$ cat config.mk
export PLATFORM = sky130hd
export DESIGN_NAME = uart_core_flat
export DESIGN_NICKNAME = d
export VERILOG_FILES = /design/src/rtl/uart_core_if.sv /design/src/rtl/uart_core.sv /design/src/flat_wrapper.sv
export SDC_FILE = /design/constraint.sdc
export NUM_CORES = 1
export LEC_CHECK = 0
export ABC_AREA = 1
export CORE_UTILIZATION = 60
export DETAILED_ROUTE_END_ITERATION = 12
export GPL_TIMING_DRIVEN = 0
export PLACE_DENSITY = 0.84
export SYNTH_ARGS = -nofsm -noshare
export SYNTH_HDL_FRONTEND = slang
export SYNTH_SLANG_ARGS = --single-unit
$ cat constraint.sdc
create_clock -name clk -period 2.5 [get_ports clk]
set_clock_uncertainty 0.2 [all_clocks]
set_input_delay 0.5 -clock clk [delete_from_list [all_inputs] [get_ports clk]]
set_output_delay 0.5 -clock clk [all_outputs]
set_load 0.02 [all_outputs]
$ cat src/rtl/uart_core_if.sv
// uart_core_if: fabric-side handshake bundle for uart_core.
//   tx_data/tx_valid/tx_ready  : word to transmit, valid/ready handshake
//   rx_data/rx_valid/rx_ready  : head received word, show-ahead valid/ready
//   rx_frame_err/rx_parity_err : flags travelling with the head word
//   rx_overrun                 : sticky, a received word was dropped
// master = user logic, slave = uart_core.
interface uart_core_if #(
  parameter int unsigned DATA_BITS = 8
);
  logic [DATA_BITS-1:0] tx_data;
  logic                 tx_valid;
  logic                 tx_ready;
  logic [DATA_BITS-1:0] rx_data;
  logic                 rx_valid;
  logic                 rx_ready;
  logic                 rx_frame_err;
  logic                 rx_parity_err;
  logic                 rx_overrun;

  modport master (
    output tx_data, tx_valid, rx_ready,
    input  tx_ready, rx_data, rx_valid, rx_frame_err, rx_parity_err, rx_overrun
  );

  modport slave (
    input  tx_data, tx_valid, rx_ready,
    output tx_ready, rx_data, rx_valid, rx_frame_err, rx_parity_err, rx_overrun
  );
endinterface

$ cat src/rtl/uart_core.sv
// uart_core: parametrised full-duplex UART (5..9 data bits, none/odd/even
// parity, 1 or 2 TX stop bits) with valid/ready handshakes and an RX buffer.
// Ports:
//   clk     : system clock, rising edge
//   btn     : asynchronous active-low reset
//   uart_rx : serial input (asynchronous, idle high)
//   uart_tx : serial output (idle high)
//   led     : ~low 6 bits of the last received word (active-low LEDs)
//   bus     : uart_core_if.slave handshake bundle
// Build option: define UART_RX_FIFO_EN for a FIFO_DEPTH-entry RX FIFO;
// otherwise the RX buffer is a single holding register.
module uart_core #(
  parameter int unsigned CLKS_PER_BIT = 8,
  parameter int unsigned DATA_BITS    = 8,
  parameter int unsigned PARITY       = 0,
  parameter int unsigned STOP_BITS    = 1,
  parameter int unsigned FIFO_DEPTH   = 4
) (
  input  logic        clk,
  input  logic        btn,
  input  logic        uart_rx,
  output logic        uart_tx,
  output logic [5:0]  led,
  uart_core_if.slave  bus
);

`ifdef UART_RX_FIFO_EN
  localparam int unsigned DEPTH = FIFO_DEPTH;
`else
  // Single holding register; FIFO_DEPTH has no effect in this build.
  localparam int unsigned DEPTH = (FIFO_DEPTH != 0) ? 1 : 1;
`endif

  localparam int unsigned CNT_W = $clog2(STOP_BITS * CLKS_PER_BIT);
  localparam int unsigned BIT_W = $clog2(DATA_BITS);
  localparam logic [CNT_W-1:0] CNT_HALF = CNT_W'(CLKS_PER_BIT / 2 - 1);
  localparam logic [CNT_W-1:0] CNT_BIT  = CNT_W'(CLKS_PER_BIT - 1);
  localparam logic [CNT_W-1:0] CNT_STOP = CNT_W'(STOP_BITS * CLKS_PER_BIT - 1);
  localparam logic [BIT_W-1:0] BIT_LAST = BIT_W'(DATA_BITS - 1);
  localparam bit HAS_PAR = (PARITY != 0);
  localparam bit ODD_PAR = (PARITY == 1);

  typedef enum logic [2:0] {RX_IDLE, RX_START, RX_DATA, RX_PARITY, RX_STOP} rx_state_e;
  typedef enum logic [2:0] {TX_IDLE, TX_START, TX_DATA, TX_PARITY, TX_STOP} tx_state_e;

  typedef struct packed {
    logic [DATA_BITS-1:0] data;
    logic                 frame_err;
    logic                 parity_err;
  } rx_entry_t;

  // ---------------------------------------------------------------- RX sync
  logic sync1_q, sync2_q;

  always_ff @(posedge clk or negedge btn) begin
    if (!btn) begin
      sync1_q <= 1'b1;
      sync2_q <= 1'b1;
    end else begin
      sync1_q <= uart_rx;
      sync2_q <= sync1_q;
    end
  end

  // ---------------------------------------------------------------- RX FSM
  rx_state_e            rx_state_q, rx_state_d;
  logic [CNT_W-1:0]     rx_cnt_q, rx_cnt_d;
  logic [BIT_W-1:0]     rx_bit_q, rx_bit_d;
  logic [DATA_BITS-1:0] rx_shift_q, rx_shift_d;
  logic                 rx_perr_q, rx_perr_d;
  logic                 rx_push_c, rx_ferr_c;

  always_ff @(posedge clk or negedge btn) begin
    if (!btn) begin
      rx_state_q <= RX_IDLE;
      rx_cnt_q   <= '0;
      rx_bit_q   <= '0;
      rx_shift_q <= '0;
      rx_perr_q  <= 1'b0;
    end else begin
      rx_state_q <= rx_state_d;
      rx_cnt_q   <= rx_cnt_d;
      rx_bit_q   <= rx_bit_d;
      rx_shift_q <= rx_shift_d;
      rx_perr_q  <= rx_perr_d;
    end
  end

  // Sampling points are all CLKS_PER_BIT apart, anchored on the start midpoint.
  always_comb begin
    rx_state_d = rx_state_q;
    rx_cnt_d   = rx_cnt_q;
    rx_bit_d   = rx_bit_q;
    rx_shift_d = rx_shift_q;
    rx_perr_d  = rx_perr_q;
    rx_push_c  = 1'b0;
    rx_ferr_c  = 1'b0;
    unique case (rx_state_q)
      RX_IDLE: begin
        if (!sync2_q) begin
          rx_state_d = RX_START;
          rx_cnt_d   = '0;
        end
      end
      RX_START: begin
        if (rx_cnt_q == CNT_HALF) begin
          rx_cnt_d   = '0;
          rx_bit_d   = '0;
          rx_perr_d  = 1'b0;
          // Line high again at the midpoint: glitch, no frame.
          rx_state_d = sync2_q ? RX_IDLE : RX_DATA;
        end else begin
          rx_cnt_d = rx_cnt_q + CNT_W'(1);
        end
      end
      RX_DATA: begin
        if (rx_cnt_q == CNT_BIT) begin
          rx_cnt_d   = '0;
          rx_shift_d = {sync2_q, rx_shift_q[DATA_BITS-1:1]};
          if (rx_bit_q == BIT_LAST) begin
            rx_state_d = HAS_PAR ? RX_PARITY : RX_STOP;
          end else begin
            rx_bit_d = rx_bit_q + BIT_W'(1);
          end
        end else begin
          rx_cnt_d = rx_cnt_q + CNT_W'(1);
        end
      end
      RX_PARITY: begin
        if (rx_cnt_q == CNT_BIT) begin
          rx_cnt_d   = '0;
          rx_perr_d  = sync2_q != ((^rx_shift_q) ^ ODD_PAR);
          rx_state_d = RX_STOP;
        end else begin
          rx_cnt_d = rx_cnt_q + CNT_W'(1);
        end
      end
      RX_STOP: begin
        if (rx_cnt_q == CNT_BIT) begin
          rx_push_c  = 1'b1;
          rx_ferr_c  = !sync2_q;
          rx_state_d = RX_IDLE;
        end else begin
          rx_cnt_d = rx_cnt_q + CNT_W'(1);
        end
      end
      default: rx_state_d = RX_IDLE;
    endcase
  end

  // ---------------------------------------------------------------- RX buffer
  // Shift-down FIFO: entry 0 is always the head, so outputs come from flops.
  rx_entry_t         fifo_q [DEPTH];
  rx_entry_t         fifo_d [DEPTH];
  logic [DEPTH-1:0]  vld_q, vld_d;
  logic              overrun_q, overrun_d;
  logic [5:0]        led_q, led_d;
  rx_entry_t         push_entry_c;
  logic              pop_c, full_c, placed_c;

  always_comb begin
    fifo_d       = fifo_q;
    vld_d        = vld_q;
    overrun_d    = overrun_q;
    led_d        = led_q;
    placed_c     = 1'b0;
    pop_c        = vld_q[0] && bus.rx_ready;
    full_c       = vld_q[DEPTH-1];
    push_entry_c = '{data: rx_shift_q, frame_err: rx_ferr_c, parity_err: rx_perr_q};
    if (pop_c) begin
      for (int i = 0; i < int'(DEPTH) - 1; i++) begin
        fifo_d[i] = fifo_q[i+1];
        vld_d[i]  = vld_q[i+1];
      end
      vld_d[DEPTH-1] = 1'b0;
      overrun_d      = 1'b0;
    end
    if (rx_push_c) begin
      led_d = ~6'(rx_shift_q);
      if (full_c && !pop_c) begin
        overrun_d = 1'b1;
      end else begin
        for (int i = 0; i < int'(DEPTH); i++) begin
          if (!placed_c && !vld_d[i]) begin
            fifo_d[i] = push_entry_c;
            vld_d[i]  = 1'b1;
            placed_c  = 1'b1;
          end
        end
      end
    end
  end

  always_ff @(posedge clk or negedge btn) begin
    if (!btn) begin
      for (int i = 0; i < int'(DEPTH); i++) fifo_q[i] <= '0;
      vld_q     <= '0;
      overrun_q <= 1'b0;
      led_q     <= 6'h3F;
    end else begin
      fifo_q    <= fifo_d;
      vld_q     <= vld_d;
      overrun_q <= overrun_d;
      led_q     <= led_d;
    end
  end

  assign bus.rx_valid      = vld_q[0];
  assign bus.rx_data       = fifo_q[0].data;
  assign bus.rx_frame_err  = fifo_q[0].frame_err;
  assign bus.rx_parity_err = fifo_q[0].parity_err;
  assign bus.rx_overrun    = overrun_q;
  assign led               = led_q;

  // ---------------------------------------------------------------- TX FSM
  tx_state_e            tx_state_q, tx_state_d;
  logic [CNT_W-1:0]     tx_cnt_q, tx_cnt_d;
  logic [BIT_W-1:0]     tx_bit_q, tx_bit_d;
  logic [DATA_BITS-1:0] tx_shift_q, tx_shift_d;
  logic                 tx_par_q, tx_par_d;
  logic                 tx_q, tx_d;
  logic                 tx_ready_q, tx_ready_d;

  always_ff @(posedge clk or negedge btn) begin
    if (!btn) begin
      tx_state_q <= TX_IDLE;
      tx_cnt_q   <= '0;
      tx_bit_q   <= '0;
      tx_shift_q <= '0;
      tx_par_q   <= 1'b0;
      tx_q       <= 1'b1;
      tx_ready_q <= 1'b1;
    end else begin
      tx_state_q <= tx_state_d;
      tx_cnt_q   <= tx_cnt_d;
      tx_bit_q   <= tx_bit_d;
      tx_shift_q <= tx_shift_d;
      tx_par_q   <= tx_par_d;
      tx_q       <= tx_d;
      tx_ready_q <= tx_ready_d;
    end
  end

  // tx_d is the line value for the next cycle, so uart_tx is a clean flop.
  always_comb begin
    tx_state_d = tx_state_q;
    tx_cnt_d   = tx_cnt_q;
    tx_bit_d   = tx_bit_q;
    tx_shift_d = tx_shift_q;
    tx_par_d   = tx_par_q;
    tx_d       = tx_q;
    tx_ready_d = tx_ready_q;
    unique case (tx_state_q)
      TX_IDLE: begin
        if (bus.tx_valid && tx_ready_q) begin
          tx_shift_d = bus.tx_data;
          tx_par_d   = (^bus.tx_data) ^ ODD_PAR;
          tx_d       = 1'b0;
          tx_ready_d = 1'b0;
          tx_cnt_d   = '0;
          tx_state_d = TX_START;
        end
      end
      TX_START: begin
        if (tx_cnt_q == CNT_BIT) begin
          tx_cnt_d   = '0;
          tx_bit_d   = '0;
          tx_d       = tx_shift_q[0];
          tx_state_d = TX_DATA;
        end else begin
          tx_cnt_d = tx_cnt_q + CNT_W'(1);
        end
      end
      TX_DATA: begin
        if (tx_cnt_q == CNT_BIT) begin
          tx_cnt_d = '0;
          if (tx_bit_q == BIT_LAST) begin
            if (HAS_PAR) begin
              tx_d       = tx_par_q;
              tx_state_d = TX_PARITY;
            end else begin
              tx_d       = 1'b1;
              tx_state_d = TX_STOP;
            end
          end else begin
            tx_bit_d   = tx_bit_q + BIT_W'(1);
            tx_shift_d = tx_shift_q >> 1;
            tx_d       = tx_shift_q[1];
          end
        end else begin
          tx_cnt_d = tx_cnt_q + CNT_W'(1);
        end
      end
      TX_PARITY: begin
        if (tx_cnt_q == CNT_BIT) begin
          tx_cnt_d   = '0;
          tx_d       = 1'b1;
          tx_state_d = TX_STOP;
        end else begin
          tx_cnt_d = tx_cnt_q + CNT_W'(1);
        end
      end
      TX_STOP: begin
        if (tx_cnt_q == CNT_STOP) begin
          tx_cnt_d   = '0;
          tx_d       = 1'b1;
          tx_ready_d = 1'b1;
          tx_state_d = TX_IDLE;
        end else begin
          tx_cnt_d = tx_cnt_q + CNT_W'(1);
        end
      end
      default: begin
        tx_d       = 1'b1;
        tx_ready_d = 1'b1;
        tx_state_d = TX_IDLE;
      end
    endcase
  end

  assign uart_tx      = tx_q;
  assign bus.tx_ready = tx_ready_q;

endmodule

$ cat src/flat_wrapper.sv
// flat-port wrapper written by rule: the top's interface ports become plain ports
module uart_core_flat 
#(
  parameter int unsigned CLKS_PER_BIT = 8,
  parameter int unsigned DATA_BITS    = 8,
  parameter int unsigned PARITY       = 0,
  parameter int unsigned STOP_BITS    = 1,
  parameter int unsigned FIFO_DEPTH   = 4
)
  (clk, btn, uart_rx, uart_tx, led, bus_tx_data, bus_tx_valid, bus_rx_ready, bus_tx_ready, bus_rx_data, bus_rx_valid, bus_rx_frame_err, bus_rx_parity_err, bus_rx_overrun);
  uart_core_if #(.DATA_BITS(DATA_BITS)) bus_i ();
  input  logic clk;
  input  logic btn;
  input  logic uart_rx;
  output logic uart_tx;
  output logic [5:0] led;
  input wire logic [$bits(bus_i.tx_data)-1:0] bus_tx_data;
  input wire logic [$bits(bus_i.tx_valid)-1:0] bus_tx_valid;
  input wire logic [$bits(bus_i.rx_ready)-1:0] bus_rx_ready;
  output wire logic [$bits(bus_i.tx_ready)-1:0] bus_tx_ready;
  output wire logic [$bits(bus_i.rx_data)-1:0] bus_rx_data;
  output wire logic [$bits(bus_i.rx_valid)-1:0] bus_rx_valid;
  output wire logic [$bits(bus_i.rx_frame_err)-1:0] bus_rx_frame_err;
  output wire logic [$bits(bus_i.rx_parity_err)-1:0] bus_rx_parity_err;
  output wire logic [$bits(bus_i.rx_overrun)-1:0] bus_rx_overrun;
  assign bus_i.tx_data = bus_tx_data;
  assign bus_i.tx_valid = bus_tx_valid;
  assign bus_i.rx_ready = bus_rx_ready;
  assign bus_tx_ready = bus_i.tx_ready;
  assign bus_rx_data = bus_i.rx_data;
  assign bus_rx_valid = bus_i.rx_valid;
  assign bus_rx_frame_err = bus_i.rx_frame_err;
  assign bus_rx_parity_err = bus_i.rx_parity_err;
  assign bus_rx_overrun = bus_i.rx_overrun;
  uart_core #(.CLKS_PER_BIT(CLKS_PER_BIT), .DATA_BITS(DATA_BITS), .PARITY(PARITY), .STOP_BITS(STOP_BITS), .FIFO_DEPTH(FIFO_DEPTH)) u_core (.clk(clk), .btn(btn), .uart_rx(uart_rx), .uart_tx(uart_tx), .led(led), .bus(bus_i));
endmodule
Yosys cells after proc, flatten, opt, wreduce, memory -nomap -nowiden
Cells that the tools add are included.
- add/subtract/negate cells: 4
- multiply operators: 0
- div/mod/pow operators: 0
- $lt $le $gt $ge: 0
- equality and inequality tests: 30
- shifts and indexed selects: 0
- muxes and demuxes: 54
- bitwise operators: 4
- reductions and logical operators: 30
- operators by type and width (cell ; count):
    two-way mux 3 bit ; 23
    one-hot mux 3 bit (5 select lines) ; 2
    two-way mux 8 bit ; 3
    inequality test 2 x 1 -> 1 bit, second input constant ; 12
    equality test 3 bit, second input constant ; 6
    one-hot mux 3 bit (2 select lines) ; 3
    two-way mux 1 bit ; 17
    one-hot mux 8 bit (2 select lines) ; 1
    AND reduction 4 bit ; 4
    equality test 3 x 2 -> 1 bit, second input constant ; 5
    adder 3 x 1 -> 3 bit, second input constant ; 4
    one-hot mux 3 bit (4 select lines) ; 1
    AND reduction 3 bit ; 4
    AND reduction 6 bit ; 2
    nonzero test 2 bit ; 5
    inequality test 2 bit, second input constant ; 4
    XOR reduction 8 bit ; 1
    equality test 3 x 1 -> 1 bit, second input constant ; 2
    logical NOT 3 bit ; 2
    inverter 6 bit ; 1
    one-hot mux 1 bit (4 select lines) ; 1
    AND reduction 2 bit ; 2
    nonzero test 4 bit ; 1
    OR reduction 2 bit ; 2
    9 further kinds ; 14
- register bits after elaboration: 57
- bits in latches: 0
- memory bits (writable): 0
- bits in read-only memories: 0
- word-level logic and storage cells: 141
- memories kept: 0

Logic depth before layout (Yosys ltp)
- depth after elaboration: 5
- depth in mapped cells: 10

Worst setup path before layout
OpenSTA, ideal clock, no wires.
- path kind: register -> register
- from: register u_core.tx_bit_q[0]
- to: register u_core.tx_shift_q[0]
- setup time: 0.123 ns
- data arrival time: 1.324 ns
- setup slack: 0.852 ns
- stages on the path, launching flop included: 10
- cell sequence: dfrtp_1 -> ha_1 -> ha_1 -> inv_1 -> nand2_4 -> nand2_2 -> nand3_4 -> buf_8 -> nand2_1 -> o21ai_2
- longest elaborated chain between the ends: 3
- RTL lines (what ; RTL line ; text):
    start: declaration ; uart_core.sv:218 ; logic [BIT_W-1:0] tx_bit_q, tx_bit_d;
    start signal: assignment ; uart_core.sv:236 ; tx_bit_q <= tx_bit_d;
    equality test 3 bit ; uart_core.sv:277 ; if (tx_bit_q == BIT_LAST) begin
    inequality test 2 bit (no line) ; - ;
    AND reduction 4 bit (no line) ; - ;
    end signal: assignment ; uart_core.sv:237 ; tx_shift_q <= tx_shift_d;
    end: declaration ; uart_core.sv:219 ; logic [DATA_BITS-1:0] tx_shift_q, tx_shift_d;
Every way passes these cells.
A chain may end at the register's enable or synchronous reset.

Final worst setup path
- from: register u_core.tx_ready_q (netlist: u_core.bus.tx_ready)
- to: output bus_tx_ready
- RTL lines (what ; RTL line ; text):
    start: declaration ; uart_core.sv:222 ; logic tx_ready_q, tx_ready_d;
    start signal: assignment ; uart_core.sv:240 ; tx_ready_q <= tx_ready_d;
    end: declaration ; flat_wrapper.sv:20 ; output wire logic [$bits(bus_i.tx_ready)-1:0] bus_tx_ready;
No word-level cell between the ends.

==> run metrics <==
hold slack 154.7 ps; drt pass-1 iters 4; drt first-iter violations 175; CP arrival 1470 ps; clock sinks 57; CTS tree built; CP max-delay cell clkdlybuf4s50_1; Post-DRT Antenna Nets 0; Max-Cap Viols 0; Die Y-Extent 71.65 µm; Slew Limit Headroom 0.6435; GR Util All Layers 0.2522; die span in x 71.65 µm; met3 Usage GRT 0.05907; WL final 5.604 mm; RSZ-0062 raised after global routing false; total number of vias 2315; status finished, final reports clean; actual slew at the worst max-slew pin 534.7 ps; clock buffer depth 2; Clk Latency, worst-skew pair 340 ps; Seq cells post-synth 57; Max VDD drop 0.5939 mV; CORE AREA 4504 µm²; Post-CTS Setup Repair Bufs 0; Final Util 0.7717; htree depth 3; Syn Area/Cell 8.662 µm²; warnings from Yosys 0; grt peak-use layer met2; Area growth, synth to finish 19.43%; clock root buffer clkbuf_8; total die area 5133 µm²; sequential share of the synthesized area 0.4944; Crit path buffers/inverters 1; PD cells 928.2 nW/µm²; Final Critical Period 2174 ps; count of input and output buffers 32; Antenna diodes 0; Hold Vio Cnt, Final 0; Overflow after GRT 0; final RePlAce weighted congestion 0.8165; endpoints failing setup 0; Critical Path End Type output pin; Reg clk slew, reported paths 60 ps; P_leak 0.001637 µW; crit-path max FO 2; crit-path leading delay family buffers and inverters; CTS Buf Count 9; Post-synth ARST share 1.000; detailed-route wire length per cell 12.79 µm; Post-Synthesis Net Count 359; Std-Cell Rows 24; Starting Density 0.6461; Post-synth EDFFs 0; first-pass GRT wire length 9.804 mm; HPWL after DPL 3.983 mm; Vias per Instance 5.285; Worst Path Required 1800 ps; Crit Path Class reg -> out; met1 Usage GRT 0.3170; critical path cell sequence clkdlybuf4s50_1; Final Slew Violations 0; initial antenna violation count 0; share of layout cells above drive strength 1 0.1736; Top FF cell, synth dfrtp_1; Gate Count Post-Synth 336; fmax 459.9 MHz; DRC viols 0; pin count of the biggest net entering global routing 36; Post-Syn Area 2910 µm²; M2 GR Usage 0.4151; vias in the first global route 2256; CP Launch Type flop; Distinct cells, synth 33; fin crit share 0.8697; io pins 33; critical path's largest stage delay 600 ps; Final #Nets 404; HP Class reg -> reg
[final timing paths]
path | end | start | slack [ps] | cells after the start
max | bus_tx_ready | u_core.bus.tx_ready$_DFFE_PN1P_ | 330 | 1
min | u_core.sync2_q$_DFF_PN1_ | u_core.sync1_q$_DFF_PN1_ | 150 | 0
max reg2reg | u_core.rx_state_q[0]$_DFFE_PN0P_ | u_core.rx_cnt_q[0]$_DFFE_PN0P_ | 550 | 7
min reg2reg | u_core.sync2_q$_DFF_PN1_ | u_core.sync1_q$_DFF_PN1_ | 150 | 0
max in group asynchronous | u_core.led[0]$_DFFE_PN1P_ | btn | 1000 | 3
min in group asynchronous | u_core.tx_state_q[1]$_DFFE_PN0P_ | btn | 470 | 2
[report_power, final]
part / switching [µW] / internal [µW] / leakage [µW] / total, µW
logic: 799 / 490 / 0.000868 / 1290
clock network: 356 / 353 / 0.0000839 / 708
registers: 101 / 1130 / 0.000685 / 1230
total: 1260 / 1970 / 0.00164 / 3230
[layout make-up]
| cell class | count | area (µm²) |
|---|---|---|
| tap | 52 | 65.06 |
| clock buffer | 12 | 135.1 |
| multi-input combinational | 229 | 1244 |
| inverter | 42 | 157.7 |
| fill | 323 | 1028 |
| buffer | 8 | 70.07 |
| sequential | 57 | 1439 |
| clock inverter | 4 | 20.02 |
| timing repair buffer | 34 | 345.3 |
[cells by family (layout without fill, tap and decap cells)]
logic type | Yosys count | count (layout) | share of synthesized area
simple gates | 147 | 147 | 0.2266
compound gates | 68 | 68 | 0.1453
flops | 57 | 57 | 0.4944
buf+inv | 50 | 100 | 0.07824
fa+ha+maj | 10 | 10 | 0.04299
xor+xnor | 3 | 3 | 0.009030
mux | 1 | 1 | 0.003440
[placed cells by master, fill, tap and decap left out, types with 4 or more instances in the layout]
cell / netlist / routed
a21oi_1: 4 / 4
a21oi_2: 13 / 13
clkbuf_1: 1 / 4
clkbuf_8: 0 / 9
clkdlybuf4s50_1: 0 / 31
clkinv_2: 0 / 4
dfrtp_1: 47 / 47
dfstp_2: 10 / 10
ha_1: 10 / 10
inv_1: 37 / 37
inv_2: 5 / 5
nand2_1: 90 / 90
nand2_2: 4 / 4
nand3_1: 13 / 13
nor2_1: 28 / 28
o21ai_0: 40 / 40
o21ai_2: 4 / 4
[synthesized netlist by cell type (2+ instances only)]
cell,count,area (µm²)
nand2_4,3,33.78
o21ai_0,40,200.2
a21oi_1,4,20.02
nand4_1,3,18.77
ha_1,10,125.1
o21ai_2,4,35.03
nand2_2,4,25.02
o21ai_1,3,15.01
inv_1,37,138.9
nor2_4,2,22.52
dfstp_2,10,262.8
dfrtp_1,47,1176
buf_6,3,33.78
nand3_1,13,65.06
xor2_1,2,17.52
inv_2,5,18.77
nor2_1,28,105.1
nand2_1,90,337.8
a21oi_2,13,113.9
buf_2,2,10.01
[flip-flops by register name, indices dropped and copies added, names as in the netlist, 6 cells and up]
name	count
u_core.bus.rx_data	8
u_core.led	6
u_core.rx_shift_q	8
u_core.tx_shift_q	8
[stage by stage]
step / setup slack (ps) / setup TNS, ps / instance area, µm² / std cells / power (µW)
detailed placement: 441.6 / 0 / 3311 / 421 / 2523
finish: 325.7 / 0 / 3476 / 438 / 3226
floorplan: 852.1 / 0 / 2910 / 336 / 2220
global placement: -998.6 / -50700 / 3296 / 420 / 2455
CTS: 313.9 / 0 / 3476 / 438 / 3241
global route: 297.1 / 0 / 3476 / 438 / 3469
[repair_timing]
item                                   4_1_cts  5_1_grt
resized for setup                            0        0
endpoints found under the hold margin       18        0
hold buffers                                 1        0
[routing by layer]
layer,up-vias,share of wire
li1,1170,-
met1,1075,0.46
met2,57,0.48
met3,13,0.037
met4,0,0.022
met5,-,0
(Power assumes the default switching activity.)
==> patch, RTL diff (config.mk and constraints unchanged) <==
The option `UART_RX_FIFO_EN` is turned on by a define.
--- a/src/rtl/uart_core.sv
+++ b/src/rtl/uart_core.sv
@@ -11,2 +11,4 @@
 // otherwise the RX buffer is a single holding register.
+`define UART_RX_FIFO_EN
+
 module uart_core #(
Formal check against the unedited RTL: same outputs for any inputs over 10 cycles, from zero or initial values; that may be too few to reach the edited logic, so the function may still have changed.
==> patch against the unedited design <==
Non-clock buffer count grew 18. Global-route usage grew 1.1 points. Sequential cell count grew 33. Power grew 30%. Sequential power grew 47%. First-iteration DRC count grew 46%. Sequential share of layout area grew 1.1 points. Routed wire length grew 67%. Design area grew 53%. Core utilization shrank 4.5 points. Setup slack lost 0.044 ns. Die area grew 56%. Final cell count grew 61%. Area after synthesis grew 58%.
==> patch: results (changes against the unedited design) <==
* Outcome: complete, no violations (unchanged)
* R2R depth at 10 (was 7)
* Number of distinct library cells after synthesis at 36 (was 33)
* GP Congestion at 0.829 (was 0.817)
* Top cells by area, synth: dfrtp_1 44%, nand2_1 18%, dfstp_2 5.7%, o21ai_2 4.8%, o21ai_0 4.7% (was dfrtp_1 40%, nand2_1 12%, dfstp_2 9.0%, o21ai_0 6.9%, inv_1 4.8%)
* Met3 Use GR at 0.0332 (was 0.0591)
* Sequential cell area fraction in the yosys report at 0.493 (was 0.494)
* Cell Area, Placed at 5060 um2 (was 3310 um2)
* GRT Util Overall at 0.263 (was 0.252)
* Filler cell count at 547 (was 323)
* Drt first pass iters at 6 (was 4)
* Core ar. at 7330 um2 (was 4500 um2)
* Met3 WL at 358 um (was 205 um)
* Reg clk slew, reported paths at 0.09 ns (was 0.06 ns)
* Number of global-route vias before repair at 3642 (was 2256)
* Arr. time, crit path at 1.52 ns (was 1.47 ns)
* Clock latency on the worst-skew pair at 0.36 ns (was 0.34 ns)
* Most frequent cells after synthesis: 221 x nand2_1, 80 x dfrtp_1, 44 x inv_1 (was 90 x nand2_1, 47 x dfrtp_1, 40 x o21ai_0)
* Met1 usage at 0.311 (was 0.317)
* Pin count of the biggest net entering global routing at 60 (was 36)
* WL met2 at 4990 um (was 2690 um)
* Placed cells at 688 (was 421)
* Max_slew headroom at 0.647 (was 0.644)
* Mapped Cells at 556 (was 336)
* Worst Path Max Fanout at 3 (was 2)
* Final wirelength at 9370 um (was 5600 um)
* DR iter-0 viols at 256 (was 175)
* Final std cells w/o fill at 705 (was 438)
* DP Wirelength at 6650 um (was 3980 um)
* Post-Syn Nets at 580 (was 359)
* TritonCTS buffer count at 9 (unchanged)
* Most used routing layer: met2 (unchanged)
* GR Util met2 at 0.479 (was 0.415)
* Share of layout cells above drive strength 1 at 0.155 (was 0.174)
* First-pass GRT wire length at 15900 um (was 9800 um)
patch: through the flow:
stage	power (mW)	worst slack (ns)
final	4.20	0.282
after global routing	4.47	0.258
after CTS	4.22	0.274
after detailed placement	3.00	0.264
after global placement	2.91	-2.49
after floorplan	2.66	0.706
patch: kinds of logic (layout without fill, tap and decap cells):
| group | count (synthesis) | count (layout) | synth area share |
|---|---|---|---|
| AO/OA/AOI/OAI | 95 | 95 | 0.128 |
| adder cells (fa/ha/maj) | 11 | 11 | 0.0299 |
| buffers and inverters | 75 | 125 | 0.0798 |
| AND/OR/NAND/NOR | 278 | 278 | 0.255 |
| multiplexers | 7 | 7 | 0.0152 |
| flip-flops | 90 | 90 | 0.493 |
patch: report_power, final:
part	internal [mW]	switching, mW	total, mW
Clock	0.693	0.530	1.22
Combinational	0.463	0.707	1.17
Sequential	1.67	0.142	1.81
Total	2.82	1.38	4.20
patch: path summary, 6_finish.rpt:
| kind | end | slack [ns] | start |
|---|---|---|---|
| max | bus_tx_ready | 0.28 | u_core.bus.tx_ready |
| min | u_core.sync2_q | 0.16 | u_core.sync1_q |
| max reg2reg | u_core.fifo_q[19] | 0.41 | u_core.rx_cnt_q[0] |
| min reg2reg | u_core.sync2_q | 0.16 | u_core.sync1_q |
| max in group asynchronous | u_core.led[2] | 0.99 | btn |
| min in group asynchronous | u_core.vld_q[1] | 0.42 | btn |
patch: cell type report:
type / instances / area [um2] / area share
Buffer: 26 / 180 / 0.0338
Clock buffer: 10 / 138 / 0.0258
Clock inverter: 6 / 114 / 0.0214
Inverter: 49 / 186 / 0.0350
Multi-Input combinational cell: 391 / 1960 / 0.369
Sequential cell: 90 / 2260 / 0.425
Tap cell: 99 / 124 / 0.0233
Timing Repair Buffer: 34 / 355 / 0.0667
